===== config.mk =====
export PLATFORM = sky130hd
export DESIGN_NAME = deco_pipe
export DESIGN_NICKNAME = d
export VERILOG_FILES = /design/src/rtl/deco_pipe.sv
export SDC_FILE = /design/constraint.sdc
export NUM_CORES = 1
export LEC_CHECK = 0
export BUFFER_PORTS_ARGS = -buffer_cell sky130_fd_sc_hd__buf_2
export CAP_MARGIN = 20
export CORE_UTILIZATION = 50
export DETAILED_ROUTE_END_ITERATION = 8
export GPL_ROUTABILITY_DRIVEN = 0
export GPL_TIMING_DRIVEN = 0
export PLACE_DENSITY = 0.77
export SYNTH_ARGS = -nofsm -noshare
export SYNTH_HDL_FRONTEND = slang
export SYNTH_SLANG_ARGS = --single-unit
export TNS_END_PERCENT = 5

===== constraint.sdc =====
create_clock -name clk -period 3.7 [get_ports clk]
set_input_delay 0.37 -clock clk [delete_from_list [all_inputs] [get_ports clk]]
set_output_delay 0.37 -clock clk [all_outputs]
set_load 0.01 [all_outputs]

===== src/rtl/deco_pipe.sv =====
// Pipelined instruction decoder: an input FIFO feeds one decode stage that folds
// immediate-prefix words into the next instruction and drives a registered record.
module deco_pipe #(
  parameter int FIFO_DEPTH = 4,
  parameter int TA_W       = 6,
  parameter int IMM_W      = 32
) (
  input  logic             clk,
  input  logic             rst_n,
  input  logic             flush,
  input  logic             in_valid,
  output logic             in_ready,
  input  logic [31:0]      in_instr,
  output logic             out_valid,
  input  logic             out_ready,
  output logic [2:0]       out_op,
  output logic [3:0]       out_funct,
  output logic             out_immab,
  output logic [IMM_W-1:0] out_imm,
  output logic             out_has_pfx,
  output logic [9:0]       out_offset,
  output logic [6:0]       out_nalloc,
  output logic             out_end,
  output logic [TA_W-1:0]  out_ta1,
  output logic [TA_W-1:0]  out_ta2,
  output logic [1:0]       out_tt1,
  output logic [1:0]       out_tt2,
  output logic             err_pfx
);
  localparam int AW = $clog2(FIFO_DEPTH);

  function automatic logic [IMM_W-1:0] sext6(input logic [5:0] v);
    return {{(IMM_W-6){v[5]}}, v};
  endfunction

  logic [31:0]      r_mem [FIFO_DEPTH];
  logic [AW:0]      r_wptr, r_rptr;
  logic             r_pfx_val, r_out_valid, r_err;
  logic [25:0]      r_pfx_hi;
  logic [2:0]       r_op;
  logic [3:0]       r_funct;
  logic             r_immab, r_has_pfx, r_end;
  logic [IMM_W-1:0] r_imm;
  logic [9:0]       r_offset;
  logic [6:0]       r_nalloc;
  logic [TA_W-1:0]  r_ta1, r_ta2;
  logic [1:0]       r_tt1, r_tt2;

  logic             w_full, w_empty, w_push, w_pop;
  logic [31:0]      w_instr;
  logic [2:0]       w_op;
  logic             w_is_pfx, w_noimm, w_rr, w_has_funct, w_has_ab;
  logic [IMM_W-1:0] w_imm;
  logic [TA_W-1:0]  w_ta1, w_ta2;

  // Pointers carry one extra wrap bit so full and empty are distinguishable.
  assign w_full   = (r_wptr[AW] != r_rptr[AW]) && (r_wptr[AW-1:0] == r_rptr[AW-1:0]);
  assign w_empty  = (r_wptr == r_rptr);
  assign in_ready = !w_full;
  assign w_push   = in_valid && !w_full && !flush;
  assign w_pop    = !w_empty && (!r_out_valid || out_ready) && !flush;

  assign w_instr     = r_mem[r_rptr[AW-1:0]];
  assign w_op        = w_instr[31:29];
  assign w_is_pfx    = (w_op == 3'b100);
  assign w_noimm     = (w_op == 3'b101) || (w_op == 3'b011);
  assign w_rr        = (w_op == 3'b000) || (w_op == 3'b001) || (w_op == 3'b011);
  assign w_has_ab    = (w_op == 3'b000) || (w_op == 3'b001) || (w_op == 3'b010);
  assign w_has_funct = !w_op[2] && (w_op != 3'b011);

  always_comb begin
    w_imm = '0;
    if (!w_noimm) begin
      if (r_pfx_val) w_imm[31:0] = {r_pfx_hi, w_instr[23:18]};
      else           w_imm = sext6(w_instr[23:18]);
    end
  end

  always_comb begin
    w_ta1 = '0;
    w_ta2 = '0;
    if (w_rr) begin
      w_ta1[5:0] = w_instr[13:8];
      w_ta2[5:0] = w_instr[5:0];
    end
  end

  always_ff @(posedge clk) begin
    if (w_push) r_mem[r_wptr[AW-1:0]] <= in_instr;
  end

  // Control: pointers, pending prefix, record valid and error pulse.
  always_ff @(posedge clk or negedge rst_n) begin
    if (!rst_n) begin
      r_wptr      <= '0;
      r_rptr      <= '0;
      r_pfx_val   <= 1'b0;
      r_pfx_hi    <= '0;
      r_out_valid <= 1'b0;
      r_err       <= 1'b0;
    end else begin
      r_err <= w_pop && r_pfx_val && (w_is_pfx || w_noimm);
      if (flush) begin
        r_wptr      <= '0;
        r_rptr      <= '0;
        r_pfx_val   <= 1'b0;
        r_out_valid <= 1'b0;
      end else begin
        if (w_push) r_wptr <= r_wptr + (AW+1)'(1);
        if (w_pop)  r_rptr <= r_rptr + (AW+1)'(1);
        if (w_pop && w_is_pfx) begin
          r_pfx_val <= 1'b1;
          r_pfx_hi  <= w_instr[25:0];
        end else if (w_pop) begin
          r_pfx_val <= 1'b0;
        end
        if (w_pop && !w_is_pfx) r_out_valid <= 1'b1;
        else if (out_ready)     r_out_valid <= 1'b0;
      end
    end
  end

  // Decode stage boundary: record fields load only on a non-prefix pop.
  always_ff @(posedge clk or negedge rst_n) begin
    if (!rst_n) begin
      r_op      <= '0;
      r_funct   <= '0;
      r_immab   <= 1'b0;
      r_imm     <= '0;
      r_has_pfx <= 1'b0;
      r_offset  <= '0;
      r_nalloc  <= '0;
      r_end     <= 1'b0;
      r_ta1     <= '0;
      r_ta2     <= '0;
      r_tt1     <= '0;
      r_tt2     <= '0;
    end else if (w_pop && !w_is_pfx) begin
      r_op      <= w_op;
      r_funct   <= w_has_funct ? w_instr[28:25] : 4'd0;
      r_immab   <= w_has_ab && w_instr[24];
      r_imm     <= w_imm;
      r_has_pfx <= r_pfx_val;
      r_offset  <= (w_op == 3'b010) ? w_instr[9:0] : 10'd0;
      r_nalloc  <= (w_op == 3'b101) ? w_instr[6:0] : 7'd0;
      r_end     <= (w_op == 3'b101) && w_instr[28];
      r_ta1     <= w_ta1;
      r_ta2     <= w_ta2;
      r_tt1     <= w_rr ? w_instr[15:14] : 2'd0;
      r_tt2     <= w_rr ? w_instr[7:6] : 2'd0;
    end
  end

  assign out_valid   = r_out_valid;
  assign out_op      = r_op;
  assign out_funct   = r_funct;
  assign out_immab   = r_immab;
  assign out_imm     = r_imm;
  assign out_has_pfx = r_has_pfx;
  assign out_offset  = r_offset;
  assign out_nalloc  = r_nalloc;
  assign out_end     = r_end;
  assign out_ta1     = r_ta1;
  assign out_ta2     = r_ta2;
  assign out_tt1     = r_tt1;
  assign out_tt2     = r_tt2;
  assign err_pfx     = r_err;
endmodule


==> impl_table.tex, run 1 <==
\begin{tabular}{lr}
\hline
Metric & Value \\
\hline
\multicolumn{2}{l}{\textbf{Clock tree}} \\
\quad Clock insertion delay at the later pin of the skew report & 510 ps \\
\quad Clock edge transition at the registers on the reported setup and hold paths & 60 ps \\
\quad Clock Sinks & 238 \\
\quad Num CTS Buffers & 23 \\
\quad Largest buffer count on any clock path & 3 \\
\quad CTS tree & done \\
\quad Number of gates resized after cts & 0 \\
\quad H-Tree Level Count & 1 \\
\quad Count of buffers added by post-CTS timing repair for setup & 0 \\
\quad Clock root buffer & clkbuf\_16 \\
\multicolumn{2}{l}{\textbf{Critical path}} \\
\quad Worst setup SP type & register \\
\quad Data arrival at the endpoint of the critical path & 3060 ps \\
\quad Critical Path RT & $\sim$4100 ps \\
\quad List of cells traversed by the critical path & buf\_6, mux4\_2, nor3b\_1, nor2b\_1, a22o\_1 \\
\quad Delay of the slowest cell on the worst path & approximately 740 ps \\
\quad Critical-path top delay cell & nor3b\_1 \\
\quad Crit path kind & register to register \\
\quad Kind of capture point of the worst setup path & register \\
\quad CP max FO & 7 \\
\multicolumn{2}{l}{\textbf{Timing}} \\
\quad Setup-failing EPs final & 0 \\
\quad Final Hold Vio Count & 0 \\
\quad Worst Setup Slack, final & 1080 ps \\
\quad F\_max & 382 MHz \\
\quad Maximum clock skew at final layout & between 10 and 15 ps \\
\quad Tightest Pin Transition & 899 ps \\
\quad Hold slack & 76.4 ps \\
\quad Slew HR & about two fifths \\
\quad Number of pins exceeding their max-slew limit in the final report & 0 \\
\quad Setup repair after global routing missed its margin & no \\
\quad Clock period minus final worst setup slack & $\sim$2600 ps \\
\quad Final worst path period share & between 70\% and 80\% \\
\quad Summed negative setup slack over all endpoints & 0 ps \\
\multicolumn{2}{l}{\textbf{Detailed routing}} \\
\quad Number of iterations in the first detailed-routing pass & 6 \\
\quad 1st-iter DRT viols & between 300 and 400 \\
\quad Vias per inst & around 5.6 \\
\quad Via count & 5,175 \\
\quad Remaining design rule violation count & 20 \\
\quad Per-cell routed wire length & between 20 and 25 microns \\
\quad Total length of routed wires & a little under 20,000 microns \\
\quad Antenna violation net count after detailed routing & 0 \\
\multicolumn{2}{l}{\textbf{Die}} \\
\quad Die boundary height & roughly 140 microns \\
\quad Area enclosed by the die boundary & 19,100 sq um \\
\quad Number of I/O pins & approximately 120 \\
\quad Standard cell core area & 18,100 sq um \\
\quad Die extent in x & around 140 microns \\
\quad Number of placement rows & 49 \\
\quad Initial standard-cell utilization of the core & $\sim$51\% \\
\multicolumn{2}{l}{\textbf{Placed design}} \\
\quad Placed Instance Area & $\sim$10,000 sq um \\
\quad Count of placed standard cells including taps & $\sim$900 \\
\quad Port Buffer Count & 113 \\
\quad Post-placement setup slack & $\sim$1100 ps \\
\quad HPWL after detailed placement & between 10,000 and 15,000 microns \\
\multicolumn{2}{l}{\textbf{Layout}} \\
\quad Most used cells in the layout excluding fill and tap cells & 128 x edfxtp\_1, 119 x buf\_2, 110 x dfrtp\_1 \\
\quad Post-Layout Cell Count & just over 900 \\
\quad Area of all placed cells without fillers & 10,900 sq um \\
\quad Register area & approximately 6600 sq um \\
\quad Most common library cell in the layout ignoring fill and taps & edfxtp\_1 \\
\quad Proportion of layout cells with a drive suffix above 1 & between 30\% and 40\% \\
\quad Count of filler cells inserted in the layout & 1,298 \\
\quad Util after Layout & roughly three fifths \\
\quad Number of nets in the finished design & slightly above 700 \\
\quad Area of combinational cells with multiple inputs & 2380 sq um \\
\quad Syn-to-layout area delta & 17.4\% \\
\multicolumn{2}{l}{\textbf{Synthesis}} \\
\quad Post-synth EDFFs & 128 \\
\quad Sequential element share of the synthesized area & 71.2\% \\
\quad Syn Nets & 576 \\
\quad Synth Instances & 534 \\
\quad Synth cell types & a little over 40 \\
\quad Synthesized area & 9270 sq um \\
\quad Number of warning messages in the yosys log & 0 \\
\quad Register bit total from synthesis & 238 \\
\quad Synth async-reset ratio & 46.2\% \\
\quad Leading register cell type out of synthesis & edfxtp\_1 \\
\quad Mean area per synthesized cell & 17.4 sq um \\
\multicolumn{2}{l}{\textbf{Global route}} \\
\quad Global-route wire length before repair & 30,400 microns \\
\quad GRT Util Overall & about 21\% \\
\quad Global route overflow & 0 \\
\quad Pin count of the biggest net entering global routing & a little under 70 \\
\quad Number of global-route vias before repair & 5,545 \\
\quad Initial antenna violation count & 1 \\
\multicolumn{2}{l}{\textbf{Pwr}} \\
\quad Static power due to leakage & between 4 and 5 nW \\
\quad Total power density per cell area & around 780 nW/um\^{}2 \\
\quad Worst IR Drop VDD & approximately 0.36 mV \\
\quad Power consumption & between 8 and 9 mW \\
\multicolumn{2}{l}{\textbf{Worst hold path}} \\
\quad Hold crit path type & input pin to register \\
\multicolumn{2}{l}{\textbf{Flow run}} \\
\quad Number of violations of the max-capacitance limit & 0 \\
\multicolumn{2}{l}{\textbf{Run status}} \\
\quad Violated checks & DRC \\
\quad Outcome & finished, violations left \\
\hline
\end{tabular}
==> worst max-delay path, delay by kind of cell (launching register included) <==
kind	cells	cell delay [ps]
compound gates	1	210
buf+inv	1	150
flops	1	380
mux	1	580
simple gates	2	1240
==> metal layers <==
| layer | up-vias | global-route usage (%) | wire length (microns) | share of wire [%] |
|---|---|---|---|---|
| li1 | 2332 | - | - | - |
| met1 | 2663 | 26.1 | 7840 | 41 |
| met2 | 145 | 36.2 | 9770 | 51 |
| met3 | 35 | 4.26 | 1150 | 6.0 |
| met4 | 0 | 6.80 | 445 | 2.3 |
| met5 | - | 0 | 0 | 0 |
==> registers in the layout, indices dropped and copies added, names as in the netlist, 4 cells and up <==
name,cells
out_ta2,6
out_imm,32
r_pfx_hi,26
r_mem,128
out_offset,10
out_funct,4
out_ta1,6
out_nalloc,7
==> logic make-up (layout without fill, tap and decap cells) <==
family / after synthesis / count (layout) / share of synthesized area [%]
mux: 68 / 68 / 12.8
compound gates: 119 / 119 / 9.29
other cells: 0 / 1 / 0
simple gates: 32 / 32 / 2.12
flops: 238 / 238 / 71.2
fa+ha+maj: 5 / 5 / 0.675
xor+xnor: 8 / 8 / 0.756
buf+inv: 64 / 220 / 3.13
==> final timing paths <==
check	start	to	slack, ps	depth (start not counted)
max reg2reg	r_rptr[0]$_DFFE_PN0P_	out_offset[3]$_DFFE_PN0P_	1080	5
max	r_rptr[0]$_DFFE_PN0P_	out_offset[3]$_DFFE_PN0P_	1080	5
min	in_instr[5]	r_mem[1][5]$_DFFE_PP_	80	1
max in group asynchronous	rst_n	out_imm[22]$_DFFE_PN0P_	2550	3
min reg2reg	out_imm[15]$_DFFE_PN0P_	out_imm[15]$_DFFE_PN0P_	480	1
min in group asynchronous	rst_n	r_wptr[1]$_DFFE_PN0P_	420	2
==> power by group <==
part,total [mW],switching [mW],internal (mW),leakage [nW]
clock network,2.21,0.929,1.28,0.341
logic,2.58,1.43,1.15,1.57
registers,3.66,0.315,3.35,2.59
total,8.45,2.67,5.78,4.50
==> cells in the mapped netlist, types with 4 or more instances <==
| library cell | n | share of area (%) |
|---|---|---|
| o31ai_1 | 18 | 1.5 |
| inv_1 | 31 | 1.3 |
| xor2_1 | 5 | 0.47 |
| edfxtp_1 | 128 | 41 |
| buf_2 | 7 | 0.38 |
| ha_1 | 5 | 0.68 |
| clkbuf_1 | 16 | 0.65 |
| nor2_1 | 8 | 0.32 |
| o2bb2ai_1 | 33 | 3.1 |
| buf_4 | 5 | 0.41 |
| mux2_2 | 11 | 1.3 |
| mux2i_1 | 6 | 0.65 |
| o21ai_0 | 17 | 0.92 |
| mux2_4 | 19 | 3.1 |
| mux4_2 | 32 | 7.8 |
| a22o_1 | 16 | 1.5 |
| and2_1 | 5 | 0.34 |
| dfrtp_1 | 110 | 30 |
| a21oi_1 | 26 | 1.4 |
| nand2_1 | 4 | 0.16 |
==> timing repair <==
action	4_1_cts	5_1_grt
endpoints found under the hold margin	43	0
hold buffers	1	0
setup endpoints to repair	0	0
==> layout make-up <==
type / instances / area share (%)
Clock buffer: 27 / 5.43
Tap cell: 229 / 2.63
Clock inverter: 14 / 1.10
Inverter: 31 / 1.07
Sequential cell: 238 / 60.6
Buffer: 33 / 1.60
Antenna cell: 1 / 0.0230
Multi-Input combinational cell: 232 / 21.9
Timing Repair Buffer: 115 / 5.57
(Power assumes the default switching activity.)
==> inputs of run 2 (changes only) <==
--- a/config.mk
+++ b/config.mk
@@ -5,13 +5,14 @@
 export SDC_FILE = /design/constraint.sdc
 export NUM_CORES = 1
 export LEC_CHECK = 0
+export ABC_AREA = 1
 export BUFFER_PORTS_ARGS = -buffer_cell sky130_fd_sc_hd__buf_2
 export CAP_MARGIN = 20
 export CORE_UTILIZATION = 50
 export DETAILED_ROUTE_END_ITERATION = 8
 export GPL_ROUTABILITY_DRIVEN = 0
 export GPL_TIMING_DRIVEN = 0
-export PLACE_DENSITY = 0.77
+export PLACE_DENSITY = 0.8
 export SYNTH_ARGS = -nofsm -noshare
 export SYNTH_HDL_FRONTEND = slang
 export SYNTH_SLANG_ARGS = --single-unit
==> constraint.sdc (replaced) <==
create_clock -name clk -period 2.4 [get_ports clk]
set_input_delay 0.24 -clock clk [delete_from_list [all_inputs] [get_ports clk]]
set_output_delay 0.24 -clock clk [all_outputs]
set_load 0.01 [all_outputs]
==> run 2 against run 1 <==
  * The run now ends clean
  * Global-route usage grew 3.1 points
  * First-iteration DRC count grew 55%
  * Clock power grew 65%
  * Critical path depth grew 5
  * Die area grew 4.7%
  * Routed wire length grew 22%
  * Sequential cell count is the same
  * Design area grew 9.8%
  * Hold slack lost 14 ps
  * Synthesized cell count grew 69%
==> impl_table.tex, run 2 <==
\begin{tabular}{lr}
\hline
Metric & Value \\
\hline
\multicolumn{2}{l}{\textbf{Critical path}} \\
\quad Kind of capture point of the worst setup path & register \\
\quad Startpoint of the worst-slack reg-to-reg timing path & r\_rptr[1]\$\_DFFE\_PN0P\_ \\
\quad Crit path kind & register to register \\
\quad First element of the critical path & r\_rptr[1]\$\_DFFE\_PN0P\_ \\
\quad Critical Path RT & 2620 ps \\
\quad Data arrival at the endpoint of the critical path & 2620 ps \\
\quad Worst setup SP type & register \\
\quad CP max FO & 18 \\
\multicolumn{2}{l}{\textbf{Die}} \\
\quad Die boundary height & between 100 and 150 microns \\
\quad Area enclosed by the die boundary & 20,000 sq um \\
\quad Standard cell core area & 18,900 sq um \\
\quad Number of placement rows & 50 \\
\quad Die extent in x & $\sim$140 microns \\
\quad Number of I/O pins & between 100 and 150 \\
\quad Initial standard-cell utilization of the core & 51.4\% \\
\multicolumn{2}{l}{\textbf{Layout}} \\
\quad Number of nets in the finished design & approximately 1,100 \\
\quad Most common library cell in the layout ignoring fill and taps & nand2\_1 \\
\quad Syn-to-layout area delta & 23.0\% \\
\quad Count of filler cells inserted in the layout & 1,493 \\
\quad Register area & approximately 6600 sq um \\
\quad Most used cells in the layout excluding fill and tap cells & 271 x nand2\_1, 130 x buf\_2, 128 x edfxtp\_1 \\
\quad Proportion of layout cells with a drive suffix above 1 & roughly a fifth \\
\quad Largest register FFs & between 100 and 150 \\
\quad Antenna fix cells & 0 \\
\quad Area of combinational cells with multiple inputs & between 2000 and 3000 sq um \\
\multicolumn{2}{l}{\textbf{Synthesis}} \\
\quad Synth async-reset ratio & between 40\% and 50\% \\
\quad Mean area per synthesized cell & roughly 11 sq um \\
\quad Synth Instances & 903 \\
\quad Register bit total from synthesis & roughly 240 \\
\quad Post-synthesis cell type with the largest combined area & edfxtp\_1 \\
\quad Synth cell types & 27 \\
\quad Syn Nets & approximately 950 \\
\quad Most instantiated library cell after synthesis & nand2\_1 \\
\quad Sequential element share of the synthesized area & roughly two thirds \\
\quad Leading register cell type out of synthesis & edfxtp\_1 \\
\quad Number of warning messages in the yosys log & 0 \\
\quad Post-synth EDFFs & between 100 and 150 \\
\quad Top-area cell type share of the netlist area & 39.6\% \\
\quad Most area-consuming cells after synthesis & edfxtp\_1 40\%, dfrtp\_1 28\%, nand2\_1 11\%, o21ai\_0 4.2\%, nand3\_1 3.7\% \\
\quad Top cells by instance count after synthesis & 272 x nand2\_1, 128 x edfxtp\_1, 110 x dfrtp\_1, 81 x o21ai\_0 \\
\quad Synthesized area & $\sim$9700 sq um \\
\multicolumn{2}{l}{\textbf{Global route}} \\
\quad Global-route wire length before repair & between 30,000 and 40,000 microns \\
\quad GRT Util Overall & approximately a quarter \\
\quad Global-route layer with the greatest usage & met2 \\
\quad Fraction of met1 tracks used by global routing & between 30\% and 40\% \\
\quad Global routing usage on met2 & between 30\% and 40\% \\
\quad GRT met3 Usage & approximately 3.8\% \\
\quad Pin count of the biggest net entering global routing & 70 \\
\quad Number of global-route vias before repair & around 7,000 \\
\quad Initial antenna violation count & 0 \\
\quad Global route overflow & 0 \\
\multicolumn{2}{l}{\textbf{Detailed routing}} \\
\quad Remaining design rule violation count & 0 \\
\quad Number of iterations in the first detailed-routing pass & 5 \\
\quad 1st-iter DRT viols & slightly below 600 \\
\quad Via count & $\sim$7,400 \\
\quad Vias per inst & roughly 5.4 \\
\quad Total length of routed wires & 23,500 microns \\
\quad Per-cell routed wire length & about 17 microns \\
\quad Antenna violation net count after detailed routing & 0 \\
\multicolumn{2}{l}{\textbf{Run status}} \\
\quad Outcome & complete, no violations \\
\multicolumn{2}{l}{\textbf{Worst hold path}} \\
\quad Hold crit path type & input pin to register \\
\quad Origin of the worst min-delay path & in\_valid \\
\multicolumn{2}{l}{\textbf{Pwr}} \\
\quad Worst IR Drop VDD & just under 0.7 mV \\
\quad Static power due to leakage & about 5.3 nW \\
\quad Total power density per cell area & approximately 1200 nW/um\^{}2 \\
\multicolumn{2}{l}{\textbf{Timing}} \\
\quad F\_max & 417 MHz \\
\quad Setup-failing EPs final & 0 \\
\quad Final Hold Vio Count & 0 \\
\quad Setup repair after global routing missed its margin & yes \\
\quad Number of pins exceeding their max-slew limit in the final report & 0 \\
\quad Clock period minus final worst setup slack & $\sim$2400 ps \\
\quad Maximum clock skew at final layout & about 10 ps \\
\quad Hold slack & approximately 63 ps \\
\quad Worst Setup Slack, final & around 0.23 ps \\
\quad Tightest Pin Transition & 666 ps \\
\quad Slew HR & roughly 55\% \\
\quad Final worst path period share & between 90\% and 100\% \\
\multicolumn{2}{l}{\textbf{Clock tree}} \\
\quad Clock edge transition at the registers on the reported setup and hold paths & 60 ps \\
\quad Num CTS Buffers & 25 \\
\quad Largest buffer count on any clock path & 3 \\
\quad Clock root buffer & clkbuf\_16 \\
\quad H-Tree Level Count & 1 \\
\quad Clock Sinks & $\sim$240 \\
\quad CTS tree & done \\
\quad Clock insertion delay at the later pin of the skew report & 510 ps \\
\multicolumn{2}{l}{\textbf{Placed design}} \\
\quad Post-placement setup slack & -126 ps \\
\quad HPWL after detailed placement & roughly 16,000 microns \\
\quad Port Buffer Count & approximately 110 \\
\multicolumn{2}{l}{\textbf{Flow run}} \\
\quad Number of violations of the max-capacitance limit & 0 \\
\hline
\end{tabular}
[run 2: cell count changes after synthesis, moves of 32 or more]
cell,change
mux4_2,-32
o21ai_0,+64
nor2_1,+63
o21ai_1,+37
nand3_1,+71
o2bb2ai_1,-33
nand2_1,+268
[run 2: logic make-up (layout without fill, tap and decap cells)]
| group | after synthesis | in the layout | share of synthesized area (%) |
|---|---|---|---|
| adder cells (fa/ha/maj) | 5 | 5 | 0.644 |
| buffers and inverters | 74 | 271 | 4.08 |
| AND/OR/NAND/NOR | 429 | 429 | 18.4 |
| AO/OA/AOI/OAI | 157 | 157 | 8.97 |
| flip-flops | 238 | 238 | 67.9 |
[run 2: power breakdown]
part | internal [mW] | leakage (nW) | switching (mW)
Clock | 2.17 | 0.379 | 1.49
Sequential | 5.16 | 2.60 | 0.453
Combinational | 1.82 | 2.31 | 3.55
Total | 9.14 | 5.29 | 5.49
[run 2: final cells by class]
type | count | area share, %
Sequential cell | 238 | 55.2
Multi-Input combinational cell | 591 | 23.1
Buffer | 54 | 2.69
Timing Repair Buffer | 156 | 9.20
Inverter | 20 | 0.629
Clock inverter | 11 | 0.901
Tap cell | 260 | 2.72
Clock buffer | 30 | 5.56
[run 2: critical path: stages (launching register included)]
cell and delay (ps):
dfrtp_1 350, buf_4 180, inv_2 120, nand2_1 90, nand2_1 80, nand4_1 120, nand2_1 130, inv_1 180
nand2_4 130, nor2_4 480, buf_16 240
[run 2: metal layers]
layer / wire (microns) / vias to the layer above
met5: 0 / -
met4: 619 / 0
met1: 9540 / 3478
met3: 1950 / 52
met2: 11400 / 390
li1: - / 3431
[run 2: final timing paths]
path                                        endpoint  slack [ps]  depth (start not counted)
hold reg to reg              r_pfx_hi[0]$_DFFE_PN0P_         470                          2
setup reg to reg               r_mem[1][7]$_DFFE_PP_         0.2                         10
setup / recovery               r_mem[1][7]$_DFFE_PP_         0.2                         10
max in group asynchronous     out_ta1[1]$_DFFE_PN0P_        1420                          3
min in group asynchronous  out_offset[4]$_DFFE_PN0P_         260                          2
hold / removal                 r_wptr[2]$_DFFE_PN0P_          60                          4
[run 2: through the flow]
stage | total power [mW] | std cells | setup TNS [ps] | util, % | cell area, sq um
final | 14.6 | 1360 | 0 | 63.2 | 11900
after global routing | 15.5 | 1360 | -6030 | 63.2 | 11900
after CTS | 14.6 | 1359 | 0 | 63.1 | 11900
after detailed placement | 10.9 | 1282 | -7910 | 57.0 | 10800
after global placement | 10.7 | 1277 | -210710 | 56.1 | 10600
after floorplan | 8.98 | 903 | -63140 | - | 9710
[run 2: what timing repair did]
| action | CTS | global route |
|---|---|---|
| resized for setup | 2 | 0 |
| setup buffers | 2 | 1 |
| pin swaps | 1 | 1 |
| hold buffers | 34 | 0 |
| endpoints found under the hold margin | 170 | 0 |
| setup endpoints to repair | 73 | 57 |
